## config.mk

```make
export PLATFORM = sky130hd
export DESIGN_NAME = ps2_tx_flat
export DESIGN_NICKNAME = d
export VERILOG_FILES = /design/src/rtl/ps2_pkg.sv /design/src/rtl/ps2_tx_if.sv /design/src/rtl/ps2_line_filter.sv /design/src/rtl/ps2_tx.sv /design/src/flat_wrapper.sv
export SDC_FILE = /design/constraint.sdc
export NUM_CORES = 1
export LEC_CHECK = 0
export BUFFER_PORTS_ARGS = -buffer_cell sky130_fd_sc_hd__buf_2
export CORE_MARGIN = 3
export CORE_UTILIZATION = 40
export DETAILED_ROUTE_END_ITERATION = 12
export GPL_TIMING_DRIVEN = 0
export SLEW_MARGIN = 30
export SYNTH_ARGS = -nofsm -noshare
export SYNTH_HDL_FRONTEND = slang
export SYNTH_SLANG_ARGS = --single-unit
```

## constraint.sdc

```tcl
create_clock -name clk -period 2.2 [get_ports clk]
set_input_delay 0.66 -clock clk [delete_from_list [all_inputs] [get_ports clk]]
set_output_delay 0.66 -clock clk [all_outputs]
set_load 0.05 [all_outputs]
```

## src/rtl/ps2_pkg.sv

```systemverilog
// Shared definitions for the PS/2 host transmit path.
// Contents: host-to-device FSM state type, default timing constants
// (25 MHz clock) and the keyboard command bytes used by the system.
package ps2_pkg;

  typedef enum logic [2:0] {
    ST_IDLE,
    ST_INHIBIT,
    ST_START,
    ST_BITS,
    ST_PARITY,
    ST_STOP,
    ST_ACK,
    ST_WAIT_IDLE
  } ps2_state_t;

  // 100 us clock inhibit and 15 ms frame watchdog at 25 MHz
  localparam int unsigned PS2_INHIBIT_CYC_DEF = 2500;
  localparam int unsigned PS2_TIMEOUT_CYC_DEF = 375000;

  localparam logic [7:0] PS2_CMD_SET_LEDS = 8'hED;
  localparam logic [7:0] PS2_CMD_RESET    = 8'hFF;

endpackage

```

## src/rtl/ps2_tx_if.sv

```systemverilog
// Command handshake between the system and the PS/2 transmitter.
//   tx_data  : byte to send              (master -> slave)
//   tx_valid : request                   (master -> slave)
//   tx_ready : transmitter idle          (slave -> master)
//   done     : frame acknowledged pulse  (slave -> master)
//   err      : no ACK / watchdog pulse   (slave -> master)
interface ps2_tx_if;
  logic [7:0] tx_data;
  logic       tx_valid;
  logic       tx_ready;
  logic       done;
  logic       err;

  modport master (output tx_data, output tx_valid,
                  input  tx_ready, input done, input err);
  modport slave  (input  tx_data, input tx_valid,
                  output tx_ready, output done, output err);
endinterface

```

## src/rtl/ps2_line_filter.sv

```systemverilog
// 2-FF synchronizer followed by a glitch filter for one PS/2 pad.
// The filtered level only follows the synchronized input after FILT_LEN
// consecutive samples disagree with it. Everything resets to 1 (idle line).
//   clk     : system clock
//   rst     : synchronous, active-low reset
//   i_raw   : raw pad level
//   o_filt  : synchronized, filtered level
module ps2_line_filter #(
  parameter int unsigned FILT_LEN = 4
) (
  input  logic clk,
  input  logic rst,
  input  logic i_raw,
  output logic o_filt
);

  localparam int unsigned CW = (FILT_LEN > 1) ? $clog2(FILT_LEN) : 1;

  logic          r_s1;
  logic          r_s2;
  logic          r_filt;
  logic [CW-1:0] r_cnt;

  always_ff @(posedge clk) begin
    if (!rst) begin
      r_s1   <= 1'b1;
      r_s2   <= 1'b1;
      r_filt <= 1'b1;
      r_cnt  <= '0;
    end else begin
      r_s1 <= i_raw;
      r_s2 <= r_s1;
      if (r_s2 == r_filt) begin
        r_cnt <= '0;
      end else if (r_cnt == CW'(FILT_LEN - 1)) begin
        r_filt <= r_s2;
        r_cnt  <= '0;
      end else begin
        r_cnt <= r_cnt + 1'b1;
      end
    end
  end

  assign o_filt = r_filt;

endmodule

```

## src/rtl/ps2_tx.sv

```systemverilog
// PS/2 host-to-device command transmitter.
// Inhibits the clock, issues the request-to-send, then shifts out start,
// 8 data bits (LSB first), odd parity and stop on device-generated falling
// clock edges, and checks the device ACK. A watchdog aborts stuck frames.
//   clk                 : 25 MHz system clock
//   rst                 : synchronous, active-low reset
//   tx                  : command handshake (tx_data/tx_valid/tx_ready/done/err)
//   rx_inhibit          : high whenever a frame is in progress
//   ps2_c_in / ps2_d_in : raw pad levels
//   ps2_c_oe / ps2_d_oe : 1 pulls the open-drain line low
module ps2_tx
  import ps2_pkg::*;
#(
  parameter int unsigned INHIBIT_CYC = PS2_INHIBIT_CYC_DEF,
  parameter int unsigned TIMEOUT_CYC = PS2_TIMEOUT_CYC_DEF,
  parameter int unsigned FILT_LEN    = 4
) (
  input  logic      clk,
  input  logic      rst,
  ps2_tx_if.slave   tx,
  output logic      rx_inhibit,
  input  logic      ps2_c_in,
  input  logic      ps2_d_in,
  output logic      ps2_c_oe,
  output logic      ps2_d_oe
);

  localparam int unsigned INH_W = $clog2(INHIBIT_CYC + 1);

  ps2_state_t       r_state;
  ps2_state_t       w_state_nxt;
  logic             w_c_filt;
  logic             w_d_filt;
  logic             r_c_prev;
  logic             r_fall;
  logic [7:0]       r_data;
  logic             r_par;
  logic [2:0]       r_bitcnt;
  logic [INH_W-1:0] r_inh;
  logic [18:0]      r_wd;
  logic             r_done;
  logic             r_err;
  logic             w_done_nxt;
  logic             w_err_nxt;
  logic             w_accept;
  logic             w_active;
  logic             w_c_oe;
  logic             w_d_oe;

  ps2_line_filter #(.FILT_LEN(FILT_LEN)) u_filt_c (
    .clk    (clk),
    .rst    (rst),
    .i_raw  (ps2_c_in),
    .o_filt (w_c_filt)
  );

  ps2_line_filter #(.FILT_LEN(FILT_LEN)) u_filt_d (
    .clk    (clk),
    .rst    (rst),
    .i_raw  (ps2_d_in),
    .o_filt (w_d_filt)
  );

  // watchdog runs from START entry through WAIT_IDLE
  assign w_active = (r_state != ST_IDLE) && (r_state != ST_INHIBIT);

  always_ff @(posedge clk) begin
    if (!rst) begin
      r_state  <= ST_IDLE;
      r_c_prev <= 1'b1;
      r_fall   <= 1'b0;
      r_data   <= '0;
      r_par    <= 1'b0;
      r_bitcnt <= '0;
      r_inh    <= '0;
      r_wd     <= '0;
      r_done   <= 1'b0;
      r_err    <= 1'b0;
    end else begin
      r_state  <= w_state_nxt;
      r_c_prev <= w_c_filt;
      // registered so the edge acts one cycle after detection
      r_fall   <= r_c_prev & ~w_c_filt;
      r_done   <= w_done_nxt;
      r_err    <= w_err_nxt;
      if (w_accept) begin
        r_data   <= tx.tx_data;
        r_par    <= ~^tx.tx_data;
        r_bitcnt <= '0;
      end else if ((r_state == ST_BITS) && r_fall && (r_bitcnt != 3'd7)) begin
        r_bitcnt <= r_bitcnt + 3'd1;
      end
      r_inh <= (r_state == ST_INHIBIT) ? r_inh + INH_W'(1) : '0;
      r_wd  <= w_active ? r_wd + 19'd1 : '0;
    end
  end

  always_comb begin
    w_state_nxt = r_state;
    w_done_nxt  = 1'b0;
    w_err_nxt   = 1'b0;
    w_accept    = 1'b0;
    w_c_oe      = 1'b0;
    w_d_oe      = 1'b0;
    case (r_state)
      ST_IDLE: begin
        if (tx.tx_valid) begin
          w_accept    = 1'b1;
          w_state_nxt = ST_INHIBIT;
        end
      end
      ST_INHIBIT: begin
        w_c_oe = 1'b1;
        if (r_inh == INH_W'(INHIBIT_CYC - 1)) begin
          w_d_oe      = 1'b1;
          w_state_nxt = ST_START;
        end
      end
      ST_START: begin
        w_d_oe = 1'b1;
        if (r_fall) w_state_nxt = ST_BITS;
      end
      ST_BITS: begin
        w_d_oe = ~r_data[r_bitcnt];
        if (r_fall && (r_bitcnt == 3'd7)) w_state_nxt = ST_PARITY;
      end
      ST_PARITY: begin
        w_d_oe = ~r_par;
        if (r_fall) w_state_nxt = ST_STOP;
      end
      ST_STOP: begin
        if (r_fall) w_state_nxt = ST_ACK;
      end
      // ACK judges the filtered data level latched just after edge 11
      ST_ACK: begin
        if (w_d_filt) begin
          w_err_nxt   = 1'b1;
          w_state_nxt = ST_IDLE;
        end else begin
          w_state_nxt = ST_WAIT_IDLE;
        end
      end
      ST_WAIT_IDLE: begin
        if (w_c_filt && w_d_filt) begin
          w_done_nxt  = 1'b1;
          w_state_nxt = ST_IDLE;
        end
      end
      default: w_state_nxt = ST_IDLE;
    endcase
    // watchdog overrides everything, so done and err stay exclusive
    if (w_active && (r_wd == 19'(TIMEOUT_CYC - 1))) begin
      w_state_nxt = ST_IDLE;
      w_done_nxt  = 1'b0;
      w_err_nxt   = 1'b1;
    end
  end

  assign tx.tx_ready = (r_state == ST_IDLE);
  assign tx.done     = r_done;
  assign tx.err      = r_err;
  assign rx_inhibit  = (r_state != ST_IDLE);
  assign ps2_c_oe    = w_c_oe;
  assign ps2_d_oe    = w_d_oe;

endmodule
```

## src/flat_wrapper.sv

```systemverilog
// flat-port wrapper written by rule: the top's interface ports become plain ports
module ps2_tx_flat import ps2_pkg::*;
#(
  parameter int unsigned INHIBIT_CYC = PS2_INHIBIT_CYC_DEF,
  parameter int unsigned TIMEOUT_CYC = PS2_TIMEOUT_CYC_DEF,
  parameter int unsigned FILT_LEN    = 4
)
  (clk, rst, rx_inhibit, ps2_c_in, ps2_d_in, ps2_c_oe, ps2_d_oe, tx_tx_data, tx_tx_valid, tx_tx_ready, tx_done, tx_err);
  ps2_tx_if tx_i ();
  input  logic clk;
  input  logic rst;
  output logic rx_inhibit;
  input  logic ps2_c_in;
  input  logic ps2_d_in;
  output logic ps2_c_oe;
  output logic ps2_d_oe;
  input wire logic [$bits(tx_i.tx_data)-1:0] tx_tx_data;
  input wire logic [$bits(tx_i.tx_valid)-1:0] tx_tx_valid;
  output wire logic [$bits(tx_i.tx_ready)-1:0] tx_tx_ready;
  output wire logic [$bits(tx_i.done)-1:0] tx_done;
  output wire logic [$bits(tx_i.err)-1:0] tx_err;
  assign tx_i.tx_data = tx_tx_data;
  assign tx_i.tx_valid = tx_tx_valid;
  assign tx_tx_ready = tx_i.tx_ready;
  assign tx_done = tx_i.done;
  assign tx_err = tx_i.err;
  ps2_tx #(.INHIBIT_CYC(INHIBIT_CYC), .TIMEOUT_CYC(TIMEOUT_CYC), .FILT_LEN(FILT_LEN)) u_core (.clk(clk), .rst(rst), .tx(tx_i), .rx_inhibit(rx_inhibit), .ps2_c_in(ps2_c_in), .ps2_d_in(ps2_d_in), .ps2_c_oe(ps2_c_oe), .ps2_d_oe(ps2_d_oe));
endmodule
```

==> qor.yml <==
r2r-end: "u_core.r_state[1]"
whs_endpoint: "u_core.u_filt_d.r_s2"
netlist_area_sq_um: 2611
dieArea_sq_um: 7533
port_buffers: 17
critPathTopFamily: "multiplexers"
fin_nets: 336
numCtsBuffers: 9
area_growth_pct: 15.24
rows: 28
wl_per_cell_um: 11.86
hold_depth: 1
htreeDepth: 3
synth_area_per_cell_sq_um: 9.067
die_x_um: 86.80
mostFrequentLayoutCells: "59 x dfxtp_1, 38 x nor2_1, 37 x nand2_1"
grt_usage_pct: 14.42
antenna_left: 0
ys_async_sr_fraction_pct: 0
route.final.wire_length_um: 4710
place_area_sq_um: 2803
end_kind: "output pin"
violations: "negative setup slack"
drc: 0
ys_ff_latch: 60
ir_drop_mv: 0.8575
hold_viol: 0
diodes: 0
cts.clk_slew.worst_paths_ns: 0.07
worstPathMaxFanout: 3
drive_gt1_share_pct: 13.66
cap_violations: 0
min_from: "u_core.u_filt_d.r_s1"
cp.required_ns: 1.54
worstRegToRegCells: 8
root_buffer: "clkbuf_8"
path_buf_inv: 1
synth_ff_type: "dfxtp_1"
fin_crit_ns: 2.430
holdCritPathClass: "reg2reg"
setup_slack_ns: -0.2302
layout_commonest_cell: "dfxtp_1"
initial_core_util_pct: 42.59
clockBufferDepth: 2
synthCells: 288
period_share_pct: 110.5
synth-edff-count: 0
viasPerCell: 5.058
p_leak_nw: 1.135
clock_skew_ns: 0.008380
yosysSeqAreaShare_pct: 46.00
relSlewSlack_pct: 68.50
tightest_slew_ns: 0.4725
grt_first_pass_wirelength_um: 8652
clock_latency_ns: 0.33
die_h_um: 86.80
start_kind: "flip-flop"
clock-sinks: 60
r2r_setup_slack_ns: 0.25
hpwl_um: 3388
finalHoldWorstSlack_ns: 0.4067
critPathArrivalTime_ns: 1.77
ios: 19
slowest_delay_ns: 0.48
clock.fmax_ghz: 0.4115
vias: 2008
drt_iter0_drc: 67
power.total_w: 0.002589
worstPathCellList: "mux4_2 > mux2i_1 > a22oi_1 > o22ai_2 > buf_6"
rsz0062_at_grt: "yes"
grt_overflow: 0
dp.cells: 380
synth_warnings: 0
drv_slew: 0
setup_violations: 1
cp-startpoint: "u_core.r_bitcnt[0]"
first_pass_iters: 6
cts_tree: "done"
path_class: "reg2out"
ys_types: 35
gp_congestion: 0.7620
powerDensity_nw_per_um2: 860.5
synth.net_count: 307
worst_path_max_delay_cell: "mux4_2"
outcome: "complete, but fails checks"
timing.rr.start: "u_core.r_bitcnt[0]"
final_area_sq_um: 3009
antenna_found_initial: 0
grt_pass1_vias: 1939
instances_no_fill: 397
core_sq_um: 6131
grt_max_degree: 11
-- what timing repair did --
action,4_1_cts,5_1_grt
hold buffers,0,0
pin swaps,2,1
buffers inserted,0,1
setup endpoints to repair,1,1
gates resized for setup,4,5
-- layer usage --
metal / GRT usage [%] / wire, um / vias to the layer above
met2: 21.67 / 2044 / 37
met1: 19.13 / 2407 / 927
met4: 7.224 / 81 / 0
li1: - / - / 1038
met5: 0 / 0 / -
met3: 3.612 / 176 / 6
-- synth_stat cells, types with 5 or more instances --
cell type,instances,share of area [%]
a21boi_1,9,2.6
a21oi_1,5,0.96
and3_1,10,2.4
clkbuf_1,7,1.0
dfxtp_1,60,46
ha_1,6,2.9
mux2i_1,5,1.9
nand2_1,37,5.3
nand2b_1,7,1.7
nand3_1,13,2.5
nand4_1,7,1.7
nor2_1,38,5.5
nor3_1,6,1.2
o21ai_0,5,0.96
xnor2_1,18,6.0
xor2_1,18,6.0
-- registers in the layout, summed over array words and instances (netlist names), 2 cells and up --
signal and flops:
u_core.r_bitcnt 3, u_core.r_state 3, u_core.u_filt_d.r_cnt 2, u_core.r_wd 19
u_core.u_filt_c.r_cnt 2, u_core.r_inh 12, u_core.r_data 8
-- stage by stage --
stage	worst slack, ns	utilization, %	TNS [ns]
2_1_floorplan	-0.07253	-	-0.07253
3_3_place_gp	-0.1481	45.71	-0.1481
3_5_place_dp	-0.1400	45.71	-0.1400
4_1_cts	-0.3038	48.88	-0.3038
5_1_grt	-0.3218	49.08	-0.3218
6_report	-0.2302	49.08	-0.2302
-- worst max path at each step --
stage,end,slack (ns),cells after the start
floorplan,ps2_d_oe,-0.07,4
global placement,ps2_d_oe,-0.15,5
detailed placement,ps2_d_oe,-0.14,5
CTS,ps2_d_oe,-0.30,5
global route,ps2_d_oe,-0.32,5
finish,ps2_d_oe,-0.23,5
-- logic make-up after synthesis --
group	Yosys count	synth area share (%)
buffers and inverters	13	1.965
multiplexers	7	3.642
flip-flops	60	46.00
AO/OA/AOI/OAI	25	6.228
XOR/XNOR	36	12.07
adder cells (fa/ha/maj)	6	2.875
AND/OR/NAND/NOR	141	27.22
-- cell type report --
| type | count | area, sq um |
|---|---|---|
| timing repair buffer | 18 | 98.84 |
| buffer | 9 | 38.79 |
| sequential | 60 | 1205 |
| multi-input combinational | 215 | 1374 |
| fill | 614 | 3122 |
| clock inverter | 5 | 52.55 |
| inverter | 4 | 15.01 |
| clock buffer | 11 | 131.4 |
| tap | 75 | 93.84 |
-- power breakdown --
group | switching (W) | internal [W]
registers | 0.0000433 | 0.00113
logic | 0.000314 | 0.000162
clock network | 0.000419 | 0.000518
Note: power is estimated with default switching activity, not from simulation.
